$ cat config.mk
export PLATFORM = sky130hd
export DESIGN_NAME = stack_sequencer
export DESIGN_NICKNAME = d
export VERILOG_FILES = /design/src/rtl/stack_sequencer.sv
export SDC_FILE = /design/constraint.sdc
export NUM_CORES = 1
export LEC_CHECK = 0
export ABC_AREA = 1
export CAP_MARGIN = 20
export CORE_MARGIN = 2
export CORE_UTILIZATION = 42
export CTS_CLUSTER_SIZE = 28
export DETAILED_ROUTE_END_ITERATION = 12
export GPL_TIMING_DRIVEN = 0
export HOLD_SLACK_MARGIN = 0.02
export PLACE_DENSITY = 0.72
export SYNTH_ARGS = -nofsm -noshare
export SYNTH_HDL_FRONTEND = slang
export SYNTH_SLANG_ARGS = --single-unit
$ cat constraint.sdc
create_clock -name c_CLOCK -period 2.5 [get_ports c_CLOCK]
set_input_delay 0.75 -clock c_CLOCK [delete_from_list [all_inputs] [get_ports c_CLOCK]]
set_output_delay 0.75 -clock c_CLOCK [all_outputs]
set_load 0.005 [all_outputs]
$ cat src/rtl/stack_sequencer.sv
// Data-stack controller for the Forth core: owns the stack pointer and turns each
// accepted stack operation into memory write cycles followed by a TOS/NOS settle cycle.
module stack_sequencer #(
   parameter int          DEPTH = 64,
   parameter logic [15:0] BASE  = 16'h0000
) (
   input  logic                    c_CLOCK,
   input  logic                    c_RESET,
   input  logic                    i_VALID,
   input  logic [2:0]              i_OPCODE,
   input  logic [15:0]             i_PUSHDATA,
   output logic                    o_READY,
   output logic                    o_DONE,
   output logic                    o_ERR,
   output logic [$clog2(DEPTH):0]  o_DEPTH,
   output logic [15:0]             o_RADDR,
   output logic [15:0]             o_WADDR,
   output logic [15:0]             o_DATA,
   output logic                    f_WRITE,
   input  logic [15:0]             i_OP1,
   input  logic [15:0]             i_OP2
);

   localparam int SPW = $clog2(DEPTH) + 1;
   localparam logic [SPW-1:0] FULL = SPW'(DEPTH);

   localparam logic [1:0] S_IDLE   = 2'd0;
   localparam logic [1:0] S_WR_A   = 2'd1;
   localparam logic [1:0] S_WR_B   = 2'd2;
   localparam logic [1:0] S_SETTLE = 2'd3;

   localparam logic [2:0] OP_NOP  = 3'd0;
   localparam logic [2:0] OP_PUSH = 3'd1;
   localparam logic [2:0] OP_DROP = 3'd2;
   localparam logic [2:0] OP_DUP  = 3'd3;
   localparam logic [2:0] OP_SWAP = 3'd4;
   localparam logic [2:0] OP_OVER = 3'd5;

   logic [1:0]     r_state;
   logic [SPW-1:0] r_sp;
   logic [2:0]     r_op;
   logic [15:0]    r_t;
   logic           r_ready, r_done, r_err, r_write;
   logic [15:0]    r_raddr, r_waddr, r_data;

   logic [1:0]     w_state;
   logic [SPW-1:0] w_sp;
   logic           w_legal, w_write, w_done, w_err;
   logic [15:0]    w_waddr, w_data, w_raddr, w_sp16, w_nsp16;

   always_comb begin
      w_sp16 = 16'(r_sp);
      case (i_OPCODE)
         OP_NOP:  w_legal = 1'b1;
         OP_PUSH: w_legal = (r_sp != FULL);
         OP_DROP: w_legal = (r_sp != '0);
         OP_DUP:  w_legal = (r_sp != '0) && (r_sp != FULL);
         OP_SWAP: w_legal = (r_sp >= SPW'(2));
         OP_OVER: w_legal = (r_sp >= SPW'(2)) && (r_sp != FULL);
         default: w_legal = 1'b0;
      endcase
   end

   // Next-cycle output values are computed here so every port comes straight off a flop.
   always_comb begin
      w_state = r_state;
      w_sp    = r_sp;
      w_write = 1'b0;
      w_waddr = r_waddr;
      w_data  = r_data;
      w_done  = 1'b0;
      w_err   = 1'b0;
      case (r_state)
         S_IDLE: begin
            if (i_VALID) begin
               if (!w_legal) begin
                  w_err = 1'b1;
               end else begin
                  case (i_OPCODE)
                     OP_NOP:  w_done = 1'b1;
                     OP_DROP: begin
                        w_sp    = r_sp - SPW'(1);
                        w_state = S_SETTLE;
                     end
                     OP_SWAP: begin
                        w_state = S_WR_A;
                        w_write = 1'b1;
                        w_waddr = BASE + w_sp16 - 16'd1;
                        w_data  = i_OP2;
                     end
                     default: begin
                        w_state = S_WR_A;
                        w_write = 1'b1;
                        w_waddr = BASE + w_sp16;
                        w_data  = (i_OPCODE == OP_PUSH) ? i_PUSHDATA :
                                  (i_OPCODE == OP_DUP)  ? i_OP1 : i_OP2;
                     end
                  endcase
               end
            end
         end
         S_WR_A: begin
            if (r_op == OP_SWAP) begin
               w_state = S_WR_B;
               w_write = 1'b1;
               w_waddr = BASE + w_sp16 - 16'd2;
               w_data  = r_t;
            end else begin
               w_sp    = r_sp + SPW'(1);
               w_state = S_SETTLE;
            end
         end
         S_WR_B: w_state = S_SETTLE;
         default: begin
            w_state = S_IDLE;
            w_done  = 1'b1;
         end
      endcase
      w_nsp16 = 16'(w_sp);
      w_raddr = (w_sp == '0) ? BASE : BASE + w_nsp16 - 16'd1;
   end

   always_ff @(posedge c_CLOCK or posedge c_RESET) begin
      if (c_RESET) begin
         r_state <= S_IDLE;
         r_sp    <= '0;
         r_op    <= '0;
         r_t     <= '0;
         r_ready <= 1'b1;
         r_done  <= 1'b0;
         r_err   <= 1'b0;
         r_write <= 1'b0;
         r_raddr <= BASE;
         r_waddr <= '0;
         r_data  <= '0;
      end else begin
         if (r_state == S_IDLE && i_VALID) begin
            r_op <= i_OPCODE;
            r_t  <= i_OP1;
         end
         r_state <= w_state;
         r_sp    <= w_sp;
         r_ready <= (w_state == S_IDLE);
         r_done  <= w_done;
         r_err   <= w_err;
         r_write <= w_write;
         r_raddr <= w_raddr;
         r_waddr <= w_waddr;
         r_data  <= w_data;
      end
   end

   assign o_READY = r_ready;
   assign o_DONE  = r_done;
   assign o_ERR   = r_err;
   assign o_DEPTH = r_sp;
   assign o_RADDR = r_raddr;
   assign o_WADDR = r_waddr;
   assign o_DATA  = r_data;
   assign f_WRITE = r_write;

endmodule
; Word-level counts from Yosys, hierarchy flattened
; Cells that the tools add are included.
; Widths: inputs -> output; s select.
[classes]
n_addsub = 5
order_cmp = 1
n_eq_ne = 13
mux = 36
n_reduce_logical = 12
[ops]
columns = operator, count
row1 = $mux 16, 9
row2 = $pmux 16 s2, 4
row3 = $mux 7, 4
row4 = $sub 7x1->8 const B, 2
row5 = $pmux 7 s2, 1
row6 = $mux 1, 11
row7 = $eq 3x3->1 const B, 3
row8 = $ne 2x2->1 const B, 4
row9 = $sub 7x2->8 const B, 1
row10 = $add 7x1->7 const B, 1
row11 = $ge 7x2->1 const B, 1
row12 = $logic_not 7->1, 1
row13 = $ne 7x7->1 const B, 1
row14 = $reduce_bool 7->1, 1
row15 = $sub 7x1->7 const B, 1
row16 = $eq 3x2->1 const B, 2
row17 = $pmux 1 s6, 1
row18 = $pmux 2 s3, 1
row19 = $reduce_and 5->1, 1
row20 = $logic_not 2->1, 2
row21 = $mux 2, 2
row22 = $pmux 1 s2, 2
row23 = $pmux 2 s2, 1
row24 = $reduce_or 2->1, 2
row25 = other kinds (6), 8
[word_totals]
reg_bits = 80
inputBits = 54
out_inout_bits = 59
elab_cells = 78

; Depth between registers and ports, before layout
; Gate-level depths: netlist (run 1).
[logic_depth]
word_depth = 8
ltp_mapped = 17
mapped_depth_nobuf = 17

; Worst setup path before layout (run 1)
; OpenSTA, ideal clock, no wires.
[synth_path]
path_kind = in2reg
start = in i_OPCODE[0]
end = reg r_raddr[2], in the netlist o_RADDR[2]
setup_ns = 0.120
t_arrival_ns = 2.078
required_ns = 2.380
setup_slack_ns = 0.302
stages = 15
n_path_buf = 0
cell_sequence = inv_2 nand3_1 inv_1 nand3_4 inv_2 nand2_1 nand3_1 nand2_1 nand2_4 ha_1 inv_1 nor2_2 nand2_1 nor2_2 nor2_1
[synth_via]
elab_chain_len = 7
word_cells_on_any_way = 14
cone_classes = add/sub: 1 / eq/ne: 5 / mux: 6 / reduce/logical: 2
[synth_lines]
columns = item, line
row1 = from (decl), 10  ; input logic [2:0] i_OPCODE,
row2 = "$eq 3x3->1, or another cell as far along", 53  ; case (i_OPCODE)
row3 = $pmux 1 s6 or $mux 7 (tied branches), "53, 79"
row4 = $mux 7 *, 76  ; if (!w_legal) begin
row5 = $mux 7 *, 75  ; if (i_VALID) begin
row6 = $pmux 7 s2 *, 73  ; case (r_state)
row7 = $sub 7x1->8 or $logic_not 7->1 (tied branches), 120  ; w_raddr = (w_sp == '0) ? BASE : BASE + w_nsp16 - 16'd1;
row8 = $mux 16 *, 120
row9 = named net w_raddr[2], 49  ; logic [15:0] w_waddr, w_data, w_raddr, w_sp16, w_nsp16;
row10 = to (signal assigned), 147  ; r_raddr <= w_raddr;
row11 = to (decl), 44  ; logic [15:0] r_raddr, r_waddr, r_data;
; The timed path passes the listed nets; every way through them passes the cells marked *.
; A chain may end at the register's enable or synchronous reset.

; Worst setup path after layout (run 1)
[layout_path]
start = reg r_state[1]
end = reg r_write, in the netlist f_WRITE
[layout_via]
elab_chain_len = 2
word_cells_on_any_way = 3
cone_classes = eq/ne: 1 / mux: 1 / reduce/logical: 1
[layout_lines]
columns = item, line
row1 = from (decl), 39  ; logic [1:0] r_state;
row2 = from (signal assigned), 141  ; r_state <= w_state;
row3 = $eq 2x1->1 or $logic_not 2->1 (tied branches), 73
row4 = $pmux 1 s2 *, 73
row5 = named net w_write, 48  ; logic w_legal, w_write, w_done, w_err;
row6 = to (signal assigned), 146  ; r_write <= w_write;
row7 = to (decl), 43  ; logic r_ready, r_done, r_err, r_write;
; Marked as above.

==> metrics.yaml, run 1 <==
status: "complete, no violations"
p_comb_share_pct: 61.3
clock_sinks: 64
dp.cells: 743
synth-warning-count: 0
power_density_nw_per_um2: 1290
holdCritPathClass: "flop to flop"
stdcell_count: 773
dp.final_hpwl_um: 8650
top_level_ports: 113
synth_compound_area_share_pct: 16.1
area.growth.synth_to_final_pct: 41.8
grt_pass1_vias: 3737
internal_power_mw: 4.12
finalPower_mw: 7.37
swShare_pct: 44.2
cts.htree.levels: 3
die_y_um: 102
ys_ff_latch: 64
ant_nets: 0
slew_viol_final: 0
syn-instance-count: 501
crit_path_max_fanout: 10
p_seq_share_pct: 26.0
grt_max_degree: 45
layout_commonest_cell: "nand2_1"
start_kind: "flop"
syn_nets: 568
dr.pass1.iters: 5
synthFlopType: "dfrtp_1"
vias_per_cell: 5.06
dieArea_um2: 10400
switchingPower_mw: 3.26
io_buffers: 112
synth_cell_types: 42
netlist_area_um2: 4030
clk_pin_slew_ps: 80
die_x_um: 102
avgSynthCellArea_um2: 8.05
crit_top_cell: "inv_1"
ir_worst_vdd_mv: 0.937
synth-simple-area-share_pct: 27.9
async_reset_ff_share_pct: 100
synth_top_family_by_area: "simple AND/OR/NAND/NOR gates"
tightest_slew_ps: 697
place.gp.congestion: 0.885
clkLatencyLatePin_ps: 350
cp.arrival_ps: 2540
fin_crit_ps: 2350
rows: 35
finalSetupViolCount: 0
finalHoldViolations: 0
core_area_um2: 9280
layout.nets: 706
antenna_found_initial: 0
fill_cells: 826
wire_per_inst_um: 14.9
finClkSkew_ps: 9.46
track_usage_pct: 22.7
remaining_drc_errors: 0
overflow: 0
critical_path.cell_chain: "inv_1 -> ha_1 -> inv_1 -> clkbuf_1 -> buf_1 -> o21ai_0"
end_kind: "flop"
cts_hold_buf: 0
clk_path_buf_depth: 2
p_leak_nw: 2.71
clock.fmax_mhz: 426
synth_adder_area_share_pct: 4.03
cts-buffers-inserted: 9
drt_iter0_drc: 207
post-route-util_pct: 61.6
grt_pass1_wl_um: 18500
wirelength_um: 11500
diodes: 0
finalCritPeriodShare_pct: 93.8
max_slew_margin_pct: 53.6
drive_above_1_share_pct: 18.9
critPathRequiredTime_ps: 2690
ys_seq_area_share_pct: 39.7
clkPwrFrac_pct: 12.7
maxCapViolCount: 0
clockRootBuffer: "clkbuf_8"
slowest_delay_ps: 590
synthMuxAreaShare_pct: 0
slowest_stage: "buf_1"
path_class: "flop to flop"
cp.buffers_inverters: 4
vias: 3910
start_util_pct: 43.5
mostFrequentLayoutCells: "151 x nand2_1, 108 x clkdlybuf4s50_1, 61 x dfrtp_1"
critPathTopFamily: "buffers and inverters"
synth-edff-count: 0
cts_tree: "yes"
synth_xor_area_share_pct: 1.52
## routing by layer
metal  share of wire [%]  track usage (%)
met1                  47             31.1
met4                 1.3             6.36
met2                  48             37.1
met5                   0                0
met3                 4.5             3.97
## stage by stage
step | TNS, ps | instance area (µm²) | worst slack (ps) | hold slack [ps]
final | 0 | 5720 | 154 | 480
after floorplan | 0 | 4030 | 154 | 453
after global routing | -39.6 | 5720 | -17.5 | 499
after CTS | 0 | 5580 | 2.06 | 484
after global placement | -67100 | 5320 | -982 | 464
after detailed placement | -5920 | 5340 | -576 | 464
## cells by family (layout without fill, tap and decap cells)
family                   Yosys count  in the layout
AO/OA/AOI/OAI                     93             93
XOR/XNOR                           7              7
adder cells (fa/ha/maj)           13             13
buffers and inverters             88            231
flip-flops                        64             64
AND/OR/NAND/NOR                  236            236
## worst min-delay path: cells and delay by family (launching register included)
kind	cells	cell delay (ps)
DFF	1	350
and+or+nand+nor	2	100
## cell usage after synthesis, drive strengths merged (3+ instances only)
cell,count,area share (%)
buf,27,4.8
dfrtp,63,39
o21ai,42,5.3
a21oi,9,1.1
o211ai,20,4.8
nor2,34,4.6
nand4,8,1.2
xor2,6,1.3
nand2,162,17
o221ai,16,3.5
inv,49,4.7
clkinv,3,0.31
clkbuf,9,0.84
ha,13,4.0
nand3,30,5.3
## path summary, 6_finish.rpt
path | slack (ps) | from | to | depth (start not counted)
setup / recovery | 150 | r_state[1] | f_WRITE | 6
hold / removal | 480 | o_DATA[12] | o_DATA[12] | 2
setup reg to reg | 150 | r_state[1] | f_WRITE | 6
hold reg to reg | 480 | o_DATA[12] | o_DATA[12] | 2
max in group asynchronous | 1100 | c_RESET | o_READY | 3
min in group asynchronous | 740 | c_RESET | o_DEPTH[3] | 2
## power by group through the flow
| stage | Sequential [mW] | Combinational (mW) | Clock, mW |
|---|---|---|---|
| final | 1.91 | 4.52 | 0.936 |
| after detailed placement | 1.94 | 4.22 | 0 |
| after floorplan | 1.90 | 2.64 | 0 |
| after CTS | 1.92 | 4.26 | 0.945 |
| after global routing | 1.98 | 5.02 | 0.996 |
| after global placement | 1.92 | 4.12 | 0 |
## registers in the layout, indices dropped and copies added, names as in the netlist
register and cells:
f_WRITE 1, o_DATA 16, o_DEPTH 7, o_DONE 1
o_ERR 1, o_RADDR 8, o_READY 1, o_WADDR 8
r_op 3, r_state 2, r_t 16
## what timing repair did
action,in CTS,in global routing
buffers inserted,4,10
gates resized for setup,6,17
endpoints found under the setup margin,8,19
pin swaps,1,3
## layout make-up
type | instances | area (µm²) | area share [%]
multi-input cells | 349 | 2050 | 35.8
clock buffers | 11 | 151 | 2.65
plain buffers | 36 | 235 | 4.11
repair buffers | 127 | 1250 | 21.9
flip-flops and latches | 64 | 1610 | 28.1
inverters | 52 | 213 | 3.72
well taps | 129 | 161 | 2.82
clock inverters | 5 | 55.1 | 0.963
Power figures use the tool's default switching activity.
==> run 2, diff against run 1 <==
Settings changed: ABC_AREA 1 to 0.
==> metrics.yaml, run 2 <==
clk_pin_slew_ps: 80
ys_seq_area_share_pct: 41.0
cts_hold_buf: 0
yosysMostFrequentCell: "dfrtp_1"
syn_nets: 450
io_buffers: 111
crit_top_cell: "buf_6"
finalSetupViolCount: 8
track_usage_pct: 21.4
fill_cells: 721
wirelength_um: 10700
ir_worst_vdd_mv: 0.897
clockRootBuffer: "clkbuf_8"
remaining_drc_errors: 0
reg2reg_setup_slack_ps: -260
grt_max_degree: 42
finalCritPeriodShare_pct: 110
clk_path_buf_depth: 2
ant_nets: 0
grt_pass1_wl_um: 16800
antenna_found_initial: 0
die_x_um: 100
place.gp.congestion: 0.898
top_level_ports: 113
synth_cell_types: 66
holdPathStages: 1
p_comb_share_pct: 61.6
internal_power_mw: 4.89
critPathRequiredTime_ps: 2750
maxCapViolCount: 0
r2r_cells: 11
synthTopCellsByArea: "dfrtp_1 40%, mux2_1 6.3%, mux2_2 6.3%, mux2i_1 4.9%, ha_1 4.2%"
finalHoldViolations: 0
dp.final_hpwl_um: 7520
ys_ff_latch: 64
diodes: 0
holdCritPathClass: "flop to flop"
crit_path_max_fanout: 3
finClkSkew_ps: 8.96
cts-buffers-inserted: 9
clkLatencyLatePin_ps: 350
r2r_end: "o_RADDR[14]"
die_y_um: 100
max_slew_margin_pct: 40.8
slew_viol_final: 0
dp.cells: 606
stdcell_count: 652
vias_per_cell: 5.27
drive_above_1_share_pct: 26.4
clock.fmax_mhz: 363
p_leak_nw: 2.52
violations: "setup timing"
slowest_delay_ps: 470
drt_iter0_drc: 189
core_area_um2: 9150
vias: 3439
clkPwrFrac_pct: 14.6
power_density_nw_per_um2: 1310
wire_per_inst_um: 16.4
multi_input_area_um2: 2190
p_seq_share_pct: 23.8
layout_commonest_cell: "clkdlybuf4s50_1"
start_kind: "flop"
clock_sinks: 64
status: "finished with violations"
slowest_stage: "or4b_4"
grt_pass1_vias: 3432
mostFrequentLayoutCells: "108 x clkdlybuf4s50_1, 62 x dfrtp_1, 44 x buf_4"
syn-instance-count: 383
critical_path.cell_chain: "buf_6 -> clkinv_4 -> ha_4 -> or4b_4 -> buf_6 -> buf_6 -> o211ai_1 -> o311a_4 -> o211ai_1 -> nor4_2 -> nor4b_2"
dieArea_um2: 10100
regArea_um2: 1600
netlist.area_leader.share_pct: 40.4
netlist_area_um2: 3910
layout.nets: 603
yosys-top-cells-count: "63 x dfrtp_1, 35 x nor2_1, 33 x nand2_1"
swShare_pct: 36.7
synth-warning-count: 0
fin_crit_ps: 2760
synth_top_cell_by_area: "dfrtp_1"
area.growth.synth_to_final_pct: 51.4
overflow: 0
cts.htree.levels: 3
rows: 35
tightest_slew_ps: 885
hold_start: "o_DATA[3]"
path_class: "flop to flop"
cts_tree: "yes"
start_util_pct: 42.7
tns_ps: -1370
cp.arrival_ps: 3010
rsz0062_at_grt: "true"
dr.pass1.iters: 4
synthFlopType: "dfrtp_1"
avgSynthCellArea_um2: 10.2
rr_startpoint: "o_DEPTH[0]"
end_kind: "flop"
whs_endpoint: "o_DATA[3]"
setup_slack_ps: -256
async_reset_ff_share_pct: 100
synth-edff-count: 0
switchingPower_mw: 2.84
==> run 2: worst max-delay path, delay by kind of cell (launching register included) <==
family / cells / cell delay (ps)
AND/OR/NAND/NOR: 3 / 1130
flip-flops: 1 / 390
adder cells (fa/ha/maj): 1 / 130
AO/OA/AOI/OAI: 3 / 590
buffers and inverters: 4 / 420
==> run 2: how the worst max path moves through the flow <==
stage	start	endpoint	slack (ps)	cells past startpoint
2_1_floorplan	o_DEPTH[0]	o_RADDR[6]	-180	12
3_3_place_gp	c_RESET	o_DEPTH[1]	-1150	2
3_5_place_dp	i_OPCODE[1]	o_DATA[15]	-1010	8
4_1_cts	o_DEPTH[0]	o_RADDR[6]	-230	12
5_1_grt	o_DEPTH[0]	o_RADDR[14]	-350	11
6_report	o_DEPTH[0]	o_RADDR[14]	-260	11
==> run 2: through the flow <==
| stage | total power [mW] | hold slack [ps] | setup slack (ps) | utilization, % | instance area (µm²) |
|---|---|---|---|---|---|
| global placement | 5.69 | 466 | -1150 | 57.4 | 5260 |
| detailed placement | 5.81 | 474 | -1010 | 57.6 | 5280 |
| CTS | 7.31 | 492 | -229 | 62.3 | 5700 |
| floorplan | 4.33 | 469 | -184 | - | 4010 |
| global route | 8.26 | 506 | -352 | 64.6 | 5920 |
| finish | 7.73 | 485 | -256 | 64.6 | 5920 |
==> run 2: logic make-up (layout without fill, tap and decap cells) <==
family,after synthesis,count (layout),share of synthesized area [%]
AO/OA/AOI/OAI,71,71,12.4
flip-flops,64,64,41.0
buffers and inverters,51,209,7.40
XOR/XNOR,11,11,2.47
AND/OR/NAND/NOR,110,110,15.0
multiplexers,63,63,17.6
adder cells (fa/ha/maj),13,13,4.16
==> run 2: layer usage <==
metal / global-route usage [%] / share of wire (%) / vias to the layer above
li1: - / - / 1637
met2: 35.1 / 49 / 90
met4: 8.75 / 1.9 / 0
met1: 27.8 / 44 / 1697
met3: 4.39 / 4.2 / 15
met5: 0 / 0 / -
==> run 2: power groups by stage <==
stage	clock, mW	combinational (mW)	sequential, mW
floorplan	0	2.48	1.86
finish	1.13	4.76	1.84
detailed placement	0	3.93	1.88
global placement	0	3.84	1.85
CTS	1.15	4.33	1.84
global route	1.20	5.16	1.90
==> run 2: cell type report <==
cell class / instances / area share (%)
Clock buffer: 9 / 2.09
Timing Repair Buffer: 142 / 23.7
Buffer: 37 / 4.65
Sequential cell: 64 / 27.1
Clock inverter: 7 / 2.12
Tap cell: 111 / 2.35
Inverter: 14 / 0.994
Multi-Input combinational cell: 268 / 37.0
==> run 2: what timing repair did <==
item / CTS / global route
gates resized for setup: 22 / 21
buffers inserted: 16 / 13
cloned: 0 / 2
pin swaps: 13 / 17
setup endpoints to repair: 32 / 27
